$ cat src/rtl/avalon_deadtime.sv
// Avalon-MM dead-time generator: turns each PWM channel into a complementary
// high/low gate pair with programmable edge dead time and a latched fault kill.
module avalon_deadtime #(
    parameter int CHANNELS = 4,
    parameter int DT_WIDTH = 8,
    parameter int DT_RESET = 4
) (
    input  logic                clk,
    input  logic                reset,
    input  logic                chipselect,
    input  logic [2:0]          address,
    input  logic                write,
    input  logic [31:0]         writedata,
    input  logic                read,
    output logic [31:0]         readdata,
    output logic                irq,
    input  logic [CHANNELS-1:0] pwm_in,
    input  logic                fault_n,
    output logic [CHANNELS-1:0] gate_hi,
    output logic [CHANNELS-1:0] gate_lo
);

    typedef enum logic [2:0] {
        S_OFF   = 3'd0,
        S_LO    = 3'd1,
        S_DT_LH = 3'd2,
        S_HI    = 3'd3,
        S_DT_HL = 3'd4
    } state_t;

    logic [DT_WIDTH-1:0] r_dt_rise;
    logic [DT_WIDTH-1:0] r_dt_fall;
    logic                r_ena;
    logic                r_irq_ena;
    logic                r_fault_lat;
    logic                r_flt_sync1;
    logic                r_flt_sync2;
    logic                r_irq;
    logic [CHANNELS-1:0] r_in_q;
    logic [CHANNELS-1:0] r_gate_hi;
    logic [CHANNELS-1:0] r_gate_lo;
    state_t              r_state    [CHANNELS];
    state_t              w_next     [CHANNELS];
    logic [DT_WIDTH-1:0] r_cnt      [CHANNELS];
    logic [DT_WIDTH-1:0] w_cnt_next [CHANNELS];

    logic        w_wr;
    logic        w_flt_s;
    logic        w_kill;
    logic        w_w1c;
    logic [31:0] w_rdata;
    logic        w_unused;

    // Synchroniser flops hold the fault_n level, so 0 in the second stage means fault.
    assign w_flt_s  = ~r_flt_sync2;
    assign w_wr     = chipselect & write;
    assign w_w1c    = w_wr & (address == 3'd3) & writedata[0];
    assign w_kill   = ~r_ena | r_fault_lat | w_flt_s;
    assign w_unused = ^writedata;

    // Control/status registers, fault latch, synchronisers and irq.
    always_ff @(posedge clk) begin
        if (reset) begin
            r_dt_rise   <= DT_WIDTH'(DT_RESET);
            r_dt_fall   <= DT_WIDTH'(DT_RESET);
            r_ena       <= 1'b0;
            r_irq_ena   <= 1'b0;
            r_fault_lat <= 1'b0;
            r_flt_sync1 <= 1'b1;
            r_flt_sync2 <= 1'b1;
            r_irq       <= 1'b0;
            r_in_q      <= '0;
        end else begin
            if (w_wr) begin
                case (address)
                    3'd0:    r_dt_rise <= writedata[DT_WIDTH-1:0];
                    3'd1:    r_dt_fall <= writedata[DT_WIDTH-1:0];
                    3'd2: begin
                        r_ena     <= writedata[0];
                        r_irq_ena <= writedata[1];
                    end
                    default: ;
                endcase
            end
            // A live fault both sets the latch and blocks software from clearing it.
            if (w_flt_s) begin
                r_fault_lat <= 1'b1;
            end else if (w_w1c) begin
                r_fault_lat <= 1'b0;
            end
            r_irq       <= r_fault_lat & r_irq_ena;
            r_flt_sync1 <= fault_n;
            r_flt_sync2 <= r_flt_sync1;
            r_in_q      <= pwm_in;
        end
    end

    // Per-channel next state and dead-time counter.
    always_comb begin
        for (int i = 0; i < CHANNELS; i++) begin
            w_next[i]     = r_state[i];
            w_cnt_next[i] = r_cnt[i];
            if (w_kill) begin
                w_next[i] = S_OFF;
            end else begin
                case (r_state[i])
                    S_OFF:   w_next[i] = S_DT_HL;
                    S_LO:    w_next[i] = r_in_q[i] ? S_DT_LH : S_LO;
                    S_DT_LH: begin
                        if (!r_in_q[i])                w_next[i] = S_LO;
                        else if (r_cnt[i] >= r_dt_rise) w_next[i] = S_HI;
                        else                           w_next[i] = S_DT_LH;
                    end
                    S_HI:    w_next[i] = r_in_q[i] ? S_HI : S_DT_HL;
                    S_DT_HL: begin
                        if (r_in_q[i])                 w_next[i] = S_HI;
                        else if (r_cnt[i] >= r_dt_fall) w_next[i] = S_LO;
                        else                           w_next[i] = S_DT_HL;
                    end
                    default: w_next[i] = S_OFF;
                endcase
            end
            if ((w_next[i] == S_DT_LH || w_next[i] == S_DT_HL) && (w_next[i] != r_state[i])) begin
                w_cnt_next[i] = '0;
            end else if (r_state[i] == S_DT_LH || r_state[i] == S_DT_HL) begin
                w_cnt_next[i] = r_cnt[i] + 1'b1;
            end else begin
                w_cnt_next[i] = r_cnt[i];
            end
        end
    end

    // State, counter and gate registers; gates are decoded from the next state.
    always_ff @(posedge clk) begin
        if (reset) begin
            for (int i = 0; i < CHANNELS; i++) begin
                r_state[i] <= S_OFF;
                r_cnt[i]   <= '0;
            end
            r_gate_hi <= '0;
            r_gate_lo <= '0;
        end else begin
            for (int i = 0; i < CHANNELS; i++) begin
                r_state[i]   <= w_next[i];
                r_cnt[i]     <= w_cnt_next[i];
                r_gate_hi[i] <= (w_next[i] == S_HI);
                r_gate_lo[i] <= (w_next[i] == S_LO);
            end
        end
    end

    // Zero-wait-state read mux.
    always_comb begin
        w_rdata = 32'd0;
        if (chipselect && read) begin
            case (address)
                3'd0:    w_rdata = 32'(r_dt_rise);
                3'd1:    w_rdata = 32'(r_dt_fall);
                3'd2:    w_rdata = {30'd0, r_irq_ena, r_ena};
                3'd3:    w_rdata = {30'd0, w_flt_s, r_fault_lat};
                3'd4:    w_rdata = 32'({r_gate_lo, r_gate_hi});
                default: w_rdata = 32'd0;
            endcase
        end else begin
            w_rdata = 32'd0;
        end
    end

    assign readdata = w_rdata;
    assign irq      = r_irq;
    assign gate_hi  = r_gate_hi;
    assign gate_lo  = r_gate_lo;

endmodule

$ cat config.mk
export PLATFORM = sky130hd
export DESIGN_NAME = avalon_deadtime
export DESIGN_NICKNAME = d
export VERILOG_FILES = /design/src/rtl/avalon_deadtime.sv
export SDC_FILE = /design/constraint.sdc
export NUM_CORES = 1
export LEC_CHECK = 0
export ABC_AREA = 1
export CORE_MARGIN = 5
export CORE_UTILIZATION = 55
export DETAILED_ROUTE_END_ITERATION = 6
export PLACE_DENSITY = 0.82
export SLEW_MARGIN = 20
export SYNTH_ARGS = -nofsm -noshare
export SYNTH_HDL_FRONTEND = slang
export SYNTH_SLANG_ARGS = --single-unit
$ cat constraint.sdc
create_clock -name clk -period 2.35 [get_ports clk]
set_input_delay 0.3525 -clock clk [delete_from_list [all_inputs] [get_ports clk]]
set_output_delay 0.3525 -clock clk [all_outputs]
set_load 0.02 [all_outputs]
Word level (Yosys, flattened, before mapping)
Memories as Yosys holds them, arrays and structs flattened.
Cells that the tools add are included.
Storage, ports and cells
  memories: 2
  input port bits: 45
  register bits: 34
  output and inout bits: 41
  word-level logic and storage cells: 158
  bits in writable memories: 44
Operators by class
  reductions and logical operators: 21
  add/subtract/negate cells: 4
  equal/unequal tests: 41
  multiplexer cells: 55
  bitwise logic cells: 16
  $lt $le $gt $ge: 8
Memories
  r_cnt: depth 4, width 8, read ports 4, clocked after memory_dff 0, wr ports 4, RTL line 44  | logic [DT_WIDTH-1:0] r_cnt [CHANNELS];
  r_state: depth 4, width 3, read ports 4, clocked after memory_dff 0, wr ports 4, RTL line 42  | state_t r_state [CHANNELS];
Operator list (count)
  $mux W8: 12
  $ge A8 B8 Y1: 8
  $mux W3: 20
  $pmux W3 S5: 4
  $eq A3 B2 Y1 const B: 18
  $pmux W8 S5: 1
  $add A8 B1 Y8 const B: 4
  $mux W32: 1
  $eq A3 B1 Y1 const B: 9
  $eq A3 B3 Y1 const B: 9
  $mux W2: 8
  $logic_not A3 Y1: 5
  $ne A3 B3 Y1: 4
  $or A1 B1 Y1: 10
  $mux W1: 9
  $logic_or A1 B1 Y1: 8
  $reduce_and A2 Y1: 3
  $logic_and A1 B1 Y1: 5
  $and A1 B1 Y1: 4
  $ne A2 B1 Y1 const B: 1
  $not A1 Y1: 2

Depth between registers and ports, before layout
An unclocked memory read counts as a cell.
  word-level depth: 11
  gate-level depth with buffers: 17
  mapped depth without buffers: 17

Least setup slack after synthesis
No wires, ideal clock.
  path kind: register to register
  start: register r_dt_fall[3]
  end: memory r_cnt[3][0]
  arrival time: 1.566 ns
  required time: 2.230 ns
  library setup time: 0.120 ns
  cell stages (with the launch flop): 17
  path buffers: 0
  period minus slack after synthesis: 1.686 ns
  setup slack: 0.664 ns
  path through: dfxtp_1 -> inv_1 -> ha_1 -> nand2_1 -> nor2_1 -> nor2_1 -> nand2_1 -> nand2_1 -> nand2_1 -> nand2_1 -> nand3_1 -> nand2_1 -> nand2_1 -> inv_1 -> nand2_1 -> nand2_1 -> nor2_1
RTL lines
  start, declared: RTL line 32  | logic [DT_WIDTH-1:0] r_dt_fall;
  start signal, assigned: RTL line 65  | r_dt_fall <= DT_WIDTH'(DT_RESET);
  start signal, assigned: RTL line 77  | 3'd1: r_dt_fall <= writedata[DT_WIDTH-1:0];
  end, declared: RTL line 44

==> impl_metrics.yaml <==
grt:
  grt_max_degree: 30
  overflow: 0
  grt_pass1_wl_mm: 22.1
  antenna_found_initial: 0
  grtUsageTotal_pct: 24.0
  grt_pass1_vias: 4786
placed_design:
  placed_cells: 928
  gp_congestion: 0.920
  hpwlAfterDp_mm: 10.4
  port_buffers: 37
power:
  cellLeakagePower_nw: 3.01
  ir_drop_v: 0.000258
  powerDensity_nw_per_um2: 437
timing:
  period_share_pct: 94.4
  clock.fmax_mhz: 451
  rsz0062_at_grt: "no"
  finalSetupTns_ps: 0
  period_minus_slack_ps: 2220
  hold_viol_final: 0
  finClkSkew_ps: 8.98
  timing.hold.ws_ps: 422
  drv_slew: 0
  setup-violations-final: 0
cells_and_area:
  final_cells: 943
  diodes: 0
  final_nets: 919
  drive_gt1_share_pct: 6.91
  multi_input_area_sq_um: 3240
  register_area_sq_um: 1560
  utilization_pct: 62.6
  synthToLayoutAreaGrowth_pct: 12.3
  fillers: 905
routing:
  routed_wl_mm: 13.6
  drt.antenna.violating_nets: 0
  drcViolationCount: 0
  vias: 4980
  drtIter0Drc: 322
  firstDrtPassIters: 5
  wire_per_inst_microns: 14.4
  post_drt_via_cell_ratio: 5.28
yosys:
  synth_top_flop_cell: "dfxtp_1"
  syn_inst: 758
  ys_ff_latch: 78
  yosysTopAreaCellShare_pct: 29.1
  yosysWarnings: 0
  synth-edff-count: 0
  synthTopCellsByArea: "dfxtp_1, ha_1, nand2_1"
  syn_avg_cell_area_sq_um: 7.08
  async_flop_share_pct: 0
  synth_seq_area_share_pct: 29.1
  syn_area_sq_um: 5370
  synth_area_leader_cell: "dfxtp_1"
  ys_types: 35
worst_hold_path:
  hold_class: "register to register"
  whs_path_depth: 1
floorplanning:
  die_h_microns: 109
  std_cell_rows: 36
  die_area_sq_um: 11800
  io_pins: 86
  initial_core_util_pct: 55.7
  core_sq_um: 9640
  fp.dieW_microns: 109
cts:
  cts_made_buffers: 9
  clock_latency_ps: 370
  cts_buffer_depth: 2
  post_cts_buffers: 0
  clkTransAtPathRegs_ps: 80
  cts_tree: "yes"
  hold_buffers: 0
  cts_max_level: 3
  cts.sinks: 78
  cts_root_buffer: "clkbuf_8"
critical_path:
  cp-endpoint: "r_cnt[3][3]"
  r2r_cells: 16
  crit_fanout: 8
  worstSetupStartpoint: "r_dt_fall[3]"
  rr_endpoint: "r_cnt[3][3]"
  start_kind: "register"
  rrSetupSlack_ps: 130
  worst_ep_arrival_time_ps: 2470
  worstReg2RegStart: "r_dt_fall[3]"
  crit_path_end_kind: "register"
  criticalPathCategory: "register to register"
  critPathRequiredTime_ps: 2610
outcome:
  status: "completed"
run:
  max_cap_viol_count: 0
[synthesized netlist by cell type (4+ instances only)]
cell type  instances
nand2_1          167
inv_1            109
nor2_1           102
dfxtp_1           78
ha_1              68
nand3_1           37
a21oi_1           33
buf_4             24
o21ai_0           21
xor2_1            20
nor3_1            13
nor2_2             8
xnor2_1            8
o21a_1             6
o221ai_1           6
clkbuf_1           5
nand2_2            5
buf_2              4
mux2i_1            4
nand4_1            4
o211ai_1           4
o22ai_1            4
[through the flow]
step / power, mW / setup WS, ps / instance area [sq um]
after floorplan: 1.57 / 664 / 5460
after global placement: 1.62 / -159 / 5840
after detailed placement: 1.63 / -181 / 5840
after CTS: 2.64 / 54.0 / 6020
after global routing: 2.75 / 33.8 / 6030
final: 2.64 / 132 / 6030
[routing by layer]
metal / GRT usage, % / vias up / part of all wire [%] / wire length (microns)
met5: 0 / - / 0 / 0
met4: 11.4 / 0 / 3.1 / 418
met3: 4.14 / 37 / 7.4 / 1010
met2: 42.2 / 193 / 48 / 6600
met1: 28.2 / 2280 / 41 / 5580
li1: - / 2470 / - / -
[cell usage in the layout (no fill, tap or decap), types with 4 or more instances in the layout]
cell               n
nand4_1            4
xor2_1            20
mux2i_1            4
nand3_1           37
o21ai_0           21
dfxtp_1           78
clkbuf_8          10
clkdlybuf4s50_1   27
ha_1              68
o211ai_1           4
buf_4             12
nand2_1          167
nand2_2            5
nor3_1            13
dlygate4sd2_1      7
o21a_1             6
inv_1            109
a21oi_1           33
conb_1            24
o22ai_1            4
nor2_1           102
xnor2_1            8
nor2_2             7
o221ai_1           6
[worst min path at each step]
stage | from | end | slack (ps)
after floorplan | r_flt_sync1 | r_flt_sync2 | 390
final | r_flt_sync1 | r_flt_sync2 | 420
after CTS | r_flt_sync1 | r_flt_sync2 | 420
after global routing | r_flt_sync1 | r_flt_sync2 | 440
after global placement | r_flt_sync1 | r_flt_sync2 | 390
after detailed placement | r_flt_sync1 | r_flt_sync2 | 400
[critical path, cell delays in order, from the launching register on]
cell     delay, ps
dfxtp_1        310
inv_1          300
ha_1           320
nand2_1        100
nor2_1          50
nor2_1          80
nand2_1         60
nand2_1         80
nand2_1         60
nand2_1         50
nand3_1         80
nand2_1        130
nand2_1         70
inv_1           60
nand2_1         40
nand2_1        230
nor2_1          80
[area by class of cell]
class                      count  share of cell area, %
inverter                     111                   6.91
clock buffer                  11                   2.34
multi-input combinational    557                   53.7
clock inverter                 4                  0.788
timing repair buffer          49                   7.57
tap                          133                   2.76
sequential                    78                   25.9
[power by group]
part           leakage (nW)  switching [mW]  internal [mW]
logic                  2.28           0.171         0.0908
clock network        0.0952           0.518          0.511
registers             0.631          0.0111           1.34
total                  3.01           0.701           1.94
[cell families after synthesis]
group	count (synthesis)	synth area share, %
muxes	4	0.746
adders and majority gates	68	15.8
buffers and inverters	146	12.3
and+or+nand+nor	352	28.6
xor gates and xnor gates	28	4.57
AOI/OAI and AO/OA	81	8.81
DFF	78	29.1
other	1	0.0698
[timing repair]
item / 4_1_cts / 5_1_grt
setup endpoints to repair: 8 / 4
endpoints found under the hold margin: 0 / 0
resized for setup: 8 / 4
[state kept, by name, indices dropped and copies added (netlist names)]
name / count
r_dt_rise: 8
irq: 1
gate_lo: 4
r_cnt: 32
r_in_q: 4
r_irq_ena: 1
r_fault_lat: 1
r_flt_sync1: 1
r_flt_sync2: 1
r_state: 12
r_ena: 1
r_dt_fall: 8
gate_hi: 4
(Power assumes the default switching activity.)
